`src/rtl/lsu_mem_master.sv`:
```
// Load/store initiator between the execute stage and a byte-addressed data memory.
// Misaligned halfword/word accesses can be split into sequential byte accesses.
module lsu_mem_master #(
    parameter int unsigned ADDR_LIMIT       = 4096,
    parameter bit          SPLIT_MISALIGNED = 1'b1
) (
    input  logic        clk,
    input  logic        rst,
    input  logic        req_valid,
    output logic        req_ready,
    input  logic        req_we,
    input  logic [2:0]  req_op,
    input  logic [31:0] req_addr,
    input  logic [31:0] req_wdata,
    output logic        resp_valid,
    output logic        resp_err,
    output logic [31:0] resp_rdata,
    output logic        mem_en,
    output logic        mem_wren,
    output logic [2:0]  mem_op,
    output logic [31:0] mem_addr,
    output logic [31:0] mem_wdata,
    input  logic [31:0] mem_rdata
);

    // Handshake: a request transfers on a rising edge where req_valid && req_ready;
    // resp_valid is a single-cycle pulse and needs no acknowledge.
    typedef enum logic [2:0] {IDLE, CHECK, ACCESS, SPLIT, DONE} state_t;

    state_t      state;
    logic        l_we;
    logic [2:0]  l_op;
    logic [31:0] l_addr;
    logic [31:0] l_wdata;
    logic [1:0]  k;
    logic [31:0] asm_buf;

    logic [2:0]  size;
    logic        op_legal;
    logic        misaligned;
    logic        range_err;
    logic        chk_err;
    logic [32:0] last_byte;
    logic [1:0]  k_inc;
    logic        last_beat;
    logic [31:0] asm_next;
    logic [31:0] split_result;

    always_comb begin
        case (l_op[1:0])
            2'b00:   size = 3'd4;
            2'b01:   size = 3'd1;
            2'b10:   size = 3'd2;
            default: size = 3'd0;
        endcase
        op_legal   = (l_op == 3'b000) || (l_op == 3'b001) || (l_op == 3'b010) ||
                     (!l_we && ((l_op == 3'b101) || (l_op == 3'b110)));
        // 33-bit sum so an access wrapping past 2^32 is seen as out of range
        last_byte  = {1'b0, l_addr} + {30'b0, size} - 33'd1;
        range_err  = last_byte >= 33'(ADDR_LIMIT);
        misaligned = ((size == 3'd4) && (l_addr[1:0] != 2'b00)) ||
                     ((size == 3'd2) && l_addr[0]);
        chk_err    = !op_legal || range_err || (misaligned && !SPLIT_MISALIGNED);

        k_inc     = k + 2'd1;
        last_beat = ({1'b0, k} == (size - 3'd1));
        asm_next  = asm_buf;
        asm_next[8*k +: 8] = mem_rdata[7:0];
        split_result = asm_next;
        if (size == 3'd2) begin
            split_result = l_op[2] ? {16'b0, asm_next[15:0]}
                                   : {{16{asm_next[15]}}, asm_next[15:0]};
        end
    end

    always_ff @(posedge clk or posedge rst) begin
        if (rst) begin
            state      <= IDLE;
            req_ready  <= 1'b1;
            resp_valid <= 1'b0;
            resp_err   <= 1'b0;
            resp_rdata <= 32'b0;
            mem_en     <= 1'b0;
            mem_wren   <= 1'b0;
            mem_op     <= 3'b000;
            mem_addr   <= 32'b0;
            mem_wdata  <= 32'b0;
            l_we       <= 1'b0;
            l_op       <= 3'b000;
            l_addr     <= 32'b0;
            l_wdata    <= 32'b0;
            k          <= 2'd0;
            asm_buf    <= 32'b0;
        end else begin
            case (state)
                IDLE: begin
                    if (req_valid) begin
                        l_we      <= req_we;
                        l_op      <= req_op;
                        l_addr    <= req_addr;
                        l_wdata   <= req_wdata;
                        req_ready <= 1'b0;
                        state     <= CHECK;
                    end
                end
                CHECK: begin
                    if (chk_err) begin
                        resp_valid <= 1'b1;
                        resp_err   <= 1'b1;
                        resp_rdata <= 32'b0;
                        state      <= DONE;
                    end else if (!misaligned) begin
                        mem_en    <= 1'b1;
                        mem_wren  <= l_we;
                        mem_op    <= l_op;
                        mem_addr  <= l_addr;
                        mem_wdata <= l_wdata;
                        state     <= ACCESS;
                    end else begin
                        k         <= 2'd0;
                        asm_buf   <= 32'b0;
                        mem_en    <= 1'b1;
                        mem_wren  <= l_we;
                        mem_op    <= l_we ? 3'b001 : 3'b101;
                        mem_addr  <= l_addr;
                        mem_wdata <= {24'b0, l_wdata[7:0]};
                        state     <= SPLIT;
                    end
                end
                ACCESS: begin
                    mem_en     <= 1'b0;
                    mem_wren   <= 1'b0;
                    resp_valid <= 1'b1;
                    resp_err   <= 1'b0;
                    resp_rdata <= l_we ? 32'b0 : mem_rdata;
                    state      <= DONE;
                end
                SPLIT: begin
                    if (last_beat) begin
                        mem_en     <= 1'b0;
                        mem_wren   <= 1'b0;
                        resp_valid <= 1'b1;
                        resp_err   <= 1'b0;
                        resp_rdata <= l_we ? 32'b0 : split_result;
                        state      <= DONE;
                    end else begin
                        k         <= k_inc;
                        asm_buf   <= asm_next;
                        mem_addr  <= l_addr + {30'b0, k_inc};
                        mem_wdata <= {24'b0, l_wdata[8*k_inc +: 8]};
                    end
                end
                DONE: begin
                    resp_valid <= 1'b0;
                    resp_err   <= 1'b0;
                    resp_rdata <= 32'b0;
                    req_ready  <= 1'b1;
                    state      <= IDLE;
                end
                default: state <= IDLE;
            endcase
        end
    end

endmodule

```
`config.mk`:
```
export PLATFORM = sky130hd
export DESIGN_NAME = lsu_mem_master
export DESIGN_NICKNAME = d
export VERILOG_FILES = /design/src/rtl/lsu_mem_master.sv
export SDC_FILE = /design/constraint.sdc
export NUM_CORES = 1
export LEC_CHECK = 0
export BUFFER_PORTS_ARGS = -buffer_cell sky130_fd_sc_hd__buf_4
export CORE_UTILIZATION = 52
export CTS_CLUSTER_DIAMETER = 60
export DETAILED_ROUTE_END_ITERATION = 16
export PLACE_DENSITY = 0.74
export SETUP_SLACK_MARGIN = 0.3
export SYNTH_ARGS = -nofsm -noshare
export SYNTH_HDL_FRONTEND = slang
export SYNTH_SLANG_ARGS = --single-unit
```
`constraint.sdc`:
```
create_clock -name clk -period 9.15 [get_ports clk]
set_input_delay 1.83 -clock clk [delete_from_list [all_inputs] [get_ports clk]]
set_output_delay 1.83 -clock clk [all_outputs]
set_load 0.05 [all_outputs]
```
Word level (Yosys, flattened, before mapping):

Index checks and enable logic that the tools add are counted.

* bits in registers: 209
* input port bits: 103
* word-level logic and storage cells: 118

* add/sub/neg operators: 6
* order comparisons: 1
* equality and inequality tests: 19
* shift operators: 3
* mux-type cells: 42
* bitwise logic cells: 1
* reduce and logical (&&, ||, !) cells: 30

Operator list (count)
* $mux 32: 14
* $pmux 32 s2: 3
* $pmux 32 s4: 1
* $neg 5->34: 1
* $shift 8x34->32 const A: 1
* $shiftx 8x34->32: 1
* $add 32x3->33: 1
* $ge 33x13->1 const B: 1
* $sub 33x1->33 const B: 1
* $add 32x2->32: 1
* $bwmux 32: 1
* $shiftx 32x6->8: 1
* $mux 3: 5
* $eq 3x2->1 const B: 4
* $eq 3x3->1 const B: 4
* $ne 2x2->1 const B: 6
* $pmux 3 s4: 1
* $reduce_and 3->1: 4
* $pmux 1 s3: 3
* $pmux 3 s3: 1
* $reduce_and 2->1: 4
* $mux 1: 7
* $eq 3x1->1 const B: 2
* $logic_not 3->1: 2
* 19 further kinds: 32

Logic depth before layout (Yosys ltp):

* word-level depth: 8
* mapped depth: 22
* depth with buffers taken out: 18

Worst setup path after synthesis:

Ideal clock, no wire load.

* kind: register -> register
* from: register l_op[0]
* to: register mem_addr[10]
* data arrival time: 4.576 ns
* required time: 9.022 ns
* path slack: 4.447 ns
* cell stages (with the launch flop): 22
* clock period less this slack: 4.703 ns
* path through: dfrtp_1 > inv_1 > ha_1 > clkbuf_1 > clkbuf_1 > inv_1 > ha_1 > inv_1 > ha_1 > inv_1 > fa_1 > nor2b_4 > o31a_1 > a211oi_4 > a2111oi_4 > mux2i_1 > o22ai_1 > nor4b_4 > nand3_2 > nand2_2 > buf_4 > mux2_1

* word-level cells in the longest chain between the ends: 8
* elaborated cells between the ends (all ways): 24
* classes of those cells: add/sub (3); order compare (1); eq/ne (9); mux (1); reduce/logical (10)

Ends and longest elaborated chain
* from (decl): RTL line 32 `logic [2:0] l_op;`
* from (signal assigned): RTL line 99 `l_op <= req_op;`
* $eq 2x2->1, or another cell as far along: RTL line 50 `case (l_op[1:0])`
* $pmux 3 s3, or another cell as far along: RTL line 50
* $add 32x3->33, or another cell as far along: RTL line 59 `last_byte = {1'b0, l_addr} + {30'b0, size} - 33'd1;`
* $sub 33x1->33 or $logic_or 1x1->1 (tied branches): RTL line 59, 56
* $ge 33x13->1 or $logic_not 1->1 (tied branches): RTL line 60, 63
* $logic_or 1x1->1: RTL line 63 `chk_err = !op_legal || range_err || (misaligned && !SPLIT_MISALIGNED);`
* $ne 2x2->1 (no line)
* $reduce_and 3->1 (no line) (*)
* to (signal assigned): RTL line 116 `mem_addr <= l_addr;`
* to (signal assigned): RTL line 125 `mem_addr <= l_addr;`
* to (signal assigned): RTL line 149 `mem_addr <= l_addr + {30'b0, k_inc};`
* to (decl): RTL line 21 `output logic [31:0] mem_addr,`

Mark *: on every way between the ends. The rest lies on a longest branch, timed or not.
A chain may end at the register's enable or synchronous reset.

Final worst setup path:

* from: register l_op[0]
* to: register mem_addr[8]

The elaborated chain is that of the path after synthesis.

==> impl_metrics.yaml <==
cts:
  path_clk_slew_ns: 0.06
  cts_buffers: 25
  ctsLongestPathBuffers: 3
  cts.sinks: 209
  insertion_delay_ns: 0.53
  cts_resized: 0
  postCtsSetupRepairBufs: 0
  cts_tree: "done"
  ctsRootBufferMaster: "clkbuf_16"
  h-tree-depth: 1
  cts_hold_buffers: 0
power_and_ir_drop:
  p_clk_share_pct: 28.9
  combPwrFrac_pct: 39.8
  leakage_nw: 7.088
  power.density_mw_per_mm2: 242.9
  ir_drop_uv: 136.3
  swShare_pct: 38.68
  internal_power_mw: 2.279
  p_switching_mw: 1.438
  seqPwrFrac_pct: 31.3
logic_synthesis:
  synth_xor_xnor_area_share_pct: 3.183
  synth_top_family_by_area: "compound AO/OA/AOI/OAI gates"
  yosysSeqAreaShare_pct: 41.33
  postSynthAreaPerCell_um2: 9.552
  synth_area_mm2: 0.01266
  muxShareOfSynthArea_pct: 7.622
  netlist.area_leader.share_pct: 41.13
  synth_flop_cell: "dfrtp_1"
  synth_edf_count: 0
  synth_commonest_cells: "208 x dfrtp_1, 139 x nand2_1, 87 x nand3_1"
  synth-simple-area-share_pct: 15.82
  synth.distinct_cells: 85
  synthAdderAreaFrac_pct: 7.731
  async_flop_share_pct: 100.0
  syn_nets: 1505
  synth.most_common_cell: "dfrtp_1"
  ys_seq_elements: 209
  postSynthCellCount: 1325
  synth-compound-area-share_pct: 19.63
  yosys_warnings: 0
  synthTopCellsByArea: "dfrtp_1 41%, ha_1 7.4%, nand2_1 4.1%"
  post-synth-top-area-cell: "dfrtp_1"
sta:
  worstMarginPinSlew_ns: 1.120
  worst_hold_slack_ns: 0.4867
  drv_slew: 0
  max_freq_mhz: 172.8
  rsz0062_at_grt: "no"
  finalCritPeriodShare_pct: 63.24
  hold_violations: 0
  finalSetupTns_ns: 0
  period_minus_slack_ns: 5.786
  fin_skew_ns: 0.01983
  slew-limit-headroom_pct: 25.32
  setup_violations: 0
detailed_routing:
  drc_errors: 0
  drt_iter0_drc: 975
  routedWlPerCell_um: 18.46
  ant_nets: 0
  vias: 10721
  wl_met3_mm: 2.059
  vias_per_cell: 5.843
  wl_mm: 33.87
  dr.max_layer_used: "met4"
  route.met2.wl_mm: 15.68
  detail_route.first_pass.iterations: 6
  met1Wirelength_mm: 15.26
critical_path:
  r2r_setup_slack_ns: 3.36
  reg2reg_depth: 19
  r2r-end: "mem_addr[8]"
  startpoint: "l_op[0]"
  start_kind: "flop"
  r2r-start: "l_op[0]"
  path_max_fanout: 41
  worstPathRequired_ns: 9.55
  endpoint_kind: "flop"
  cp.arrival_ns: 6.19
  crit_type: "reg -> reg"
cells_and_area:
  fin_nets: 1677
  drive_gt1_share_pct: 22.56
  fillers: 2030
  diodes: 0
  area_delta_synth_final_pct: 20.89
status:
  status: "completed"
floorplan:
  rows: 56
  die_area_mm2: 0.02497
  fp.coreArea_mm2: 0.02368
  die_x_um: 158.0
  top_level_ports: 207
  die_y_um: 158.0
  start_util_pct: 53.44
flow_run:
  max-cap-violations: 0
global_route:
  track_usage_pct: 26.99
  grt_max_degree: 144
  antenna_found_initial: 0
  grt-ovfl-total: 0
  grt_pass1_wl_mm: 53.25
  grt_pass1_vias: 10246
min_path:
  min_to: "mem_addr[3]"
  hp-start: "mem_addr[3]"
  hold_class: "reg -> reg"
  hold_path_depth: 1
placed_design:
  dp_hpwl_mm: 23.80
  portBuffers: 206
  gp_congestion: 0.9004
-- sequential cells by signal (all words and copies together), names as in the netlist --
| register | count |
|---|---|
| asm_buf | 32 |
| l_addr | 32 |
| l_wdata | 32 |
| mem_addr | 32 |
| mem_wdata | 32 |
| resp_rdata | 32 |
| l_op | 3 |
| mem_op | 3 |
| state | 3 |
| k | 2 |
| l_we | 1 |
| mem_en | 1 |
| mem_wren | 1 |
| req_ready | 1 |
| resp_err | 1 |
| resp_valid | 1 |
-- per-layer routing --
layer,GRT usage (%),vias to the layer above
met1,37.88,5192
met3,3.915,57
li1,-,5126
met5,0,-
met2,43.26,346
met4,7.875,0
-- stage by stage --
stage / setup slack (ns) / util, % / power [mW] / instances / area (um^2)
finish: 3.364 / 64.60 / 3.716 / 1835 / 15300
global route: 2.856 / 64.60 / 3.934 / 1835 / 15300
CTS: 3.308 / 64.60 / 3.718 / 1835 / 15300
detailed placement: 3.343 / 60.80 / 2.636 / 1789 / 14400
global placement: 3.585 / 60.80 / 2.610 / 1789 / 14400
floorplan: 1.612 / - / 2.266 / 1325 / 12660
-- worst max-delay path: stages (launching register included) --
cell,delay (ns)
dfrtp_1,0.41
inv_1,0.18
ha_1,0.64
inv_1,0.10
ha_1,0.29
inv_1,0.06
ha_1,0.17
inv_1,0.06
fa_1,0.42
nor2b_4,0.17
o31a_1,0.27
a211oi_4,0.15
o31a_1,0.34
o211ai_1,0.18
o21ai_0,0.26
nor3_4,0.18
buf_4,0.39
nand3_2,0.14
nand2_2,0.80
mux2_1,0.39
-- power by group through the flow --
stage	Clock, mW	Combinational [mW]	Sequential (mW)
floorplan	0	1.02	1.24
global placement	0	1.44	1.17
detailed placement	0	1.46	1.18
CTS	1.09	1.47	1.16
global route	1.13	1.63	1.18
finish	1.07	1.48	1.16
-- how the worst max path moves through the flow --
stage	end	slack (ns)
final	mem_addr[8]	3.36
after global routing	mem_addr[26]	2.86
after CTS	mem_wdata[1]	3.31
after detailed placement	mem_wdata[1]	3.34
after global placement	mem_addr[24]	3.58
after floorplan	asm_buf[0]	1.61
-- final cells by class --
type,instances,area [um^2],share of cell area (%)
well taps,319,399.1,2.609
inverters,74,285.3,1.865
clock buffers,33,705.7,4.612
multi-input cells,970,6854,44.80
clock inverters,13,195.2,1.276
repair buffers,217,1629,10.65
flip-flops and latches,209,5231,34.19
-- layout by cell type, fill, tap and decap left out, types with 6 or more instances in the layout --
master and count:
o21ai_1 24, ha_1 75, nor4_1 7, nand2b_1 22, o22ai_1 21, and2_1 9, dfrtp_1 208, or3_1 10
nor3_1 17, o211ai_1 6, mux2_1 39, buf_4 217, o21ai_0 85, nand2_1 139, xnor2_1 42, and3_1 15
nand3_1 87, a211oi_1 18, mux2_2 44, nor2_1 57, a21oi_1 65, a2bb2oi_1 8, nand4_1 13, clkbuf_16 25
a22oi_1 8, inv_1 71, o21a_1 7, a221oi_1 19, a22o_1 33
-- kinds of logic (layout without fill, tap and decap cells) --
group | Yosys count | count (layout)
simple gates | 406 | 406
buf+inv | 146 | 337
flops | 209 | 209
compound gates | 355 | 355
xor+xnor | 46 | 46
mux | 86 | 86
fa+ha+maj | 77 | 77
No activity file was read; power rests on OpenSTA's default activity.
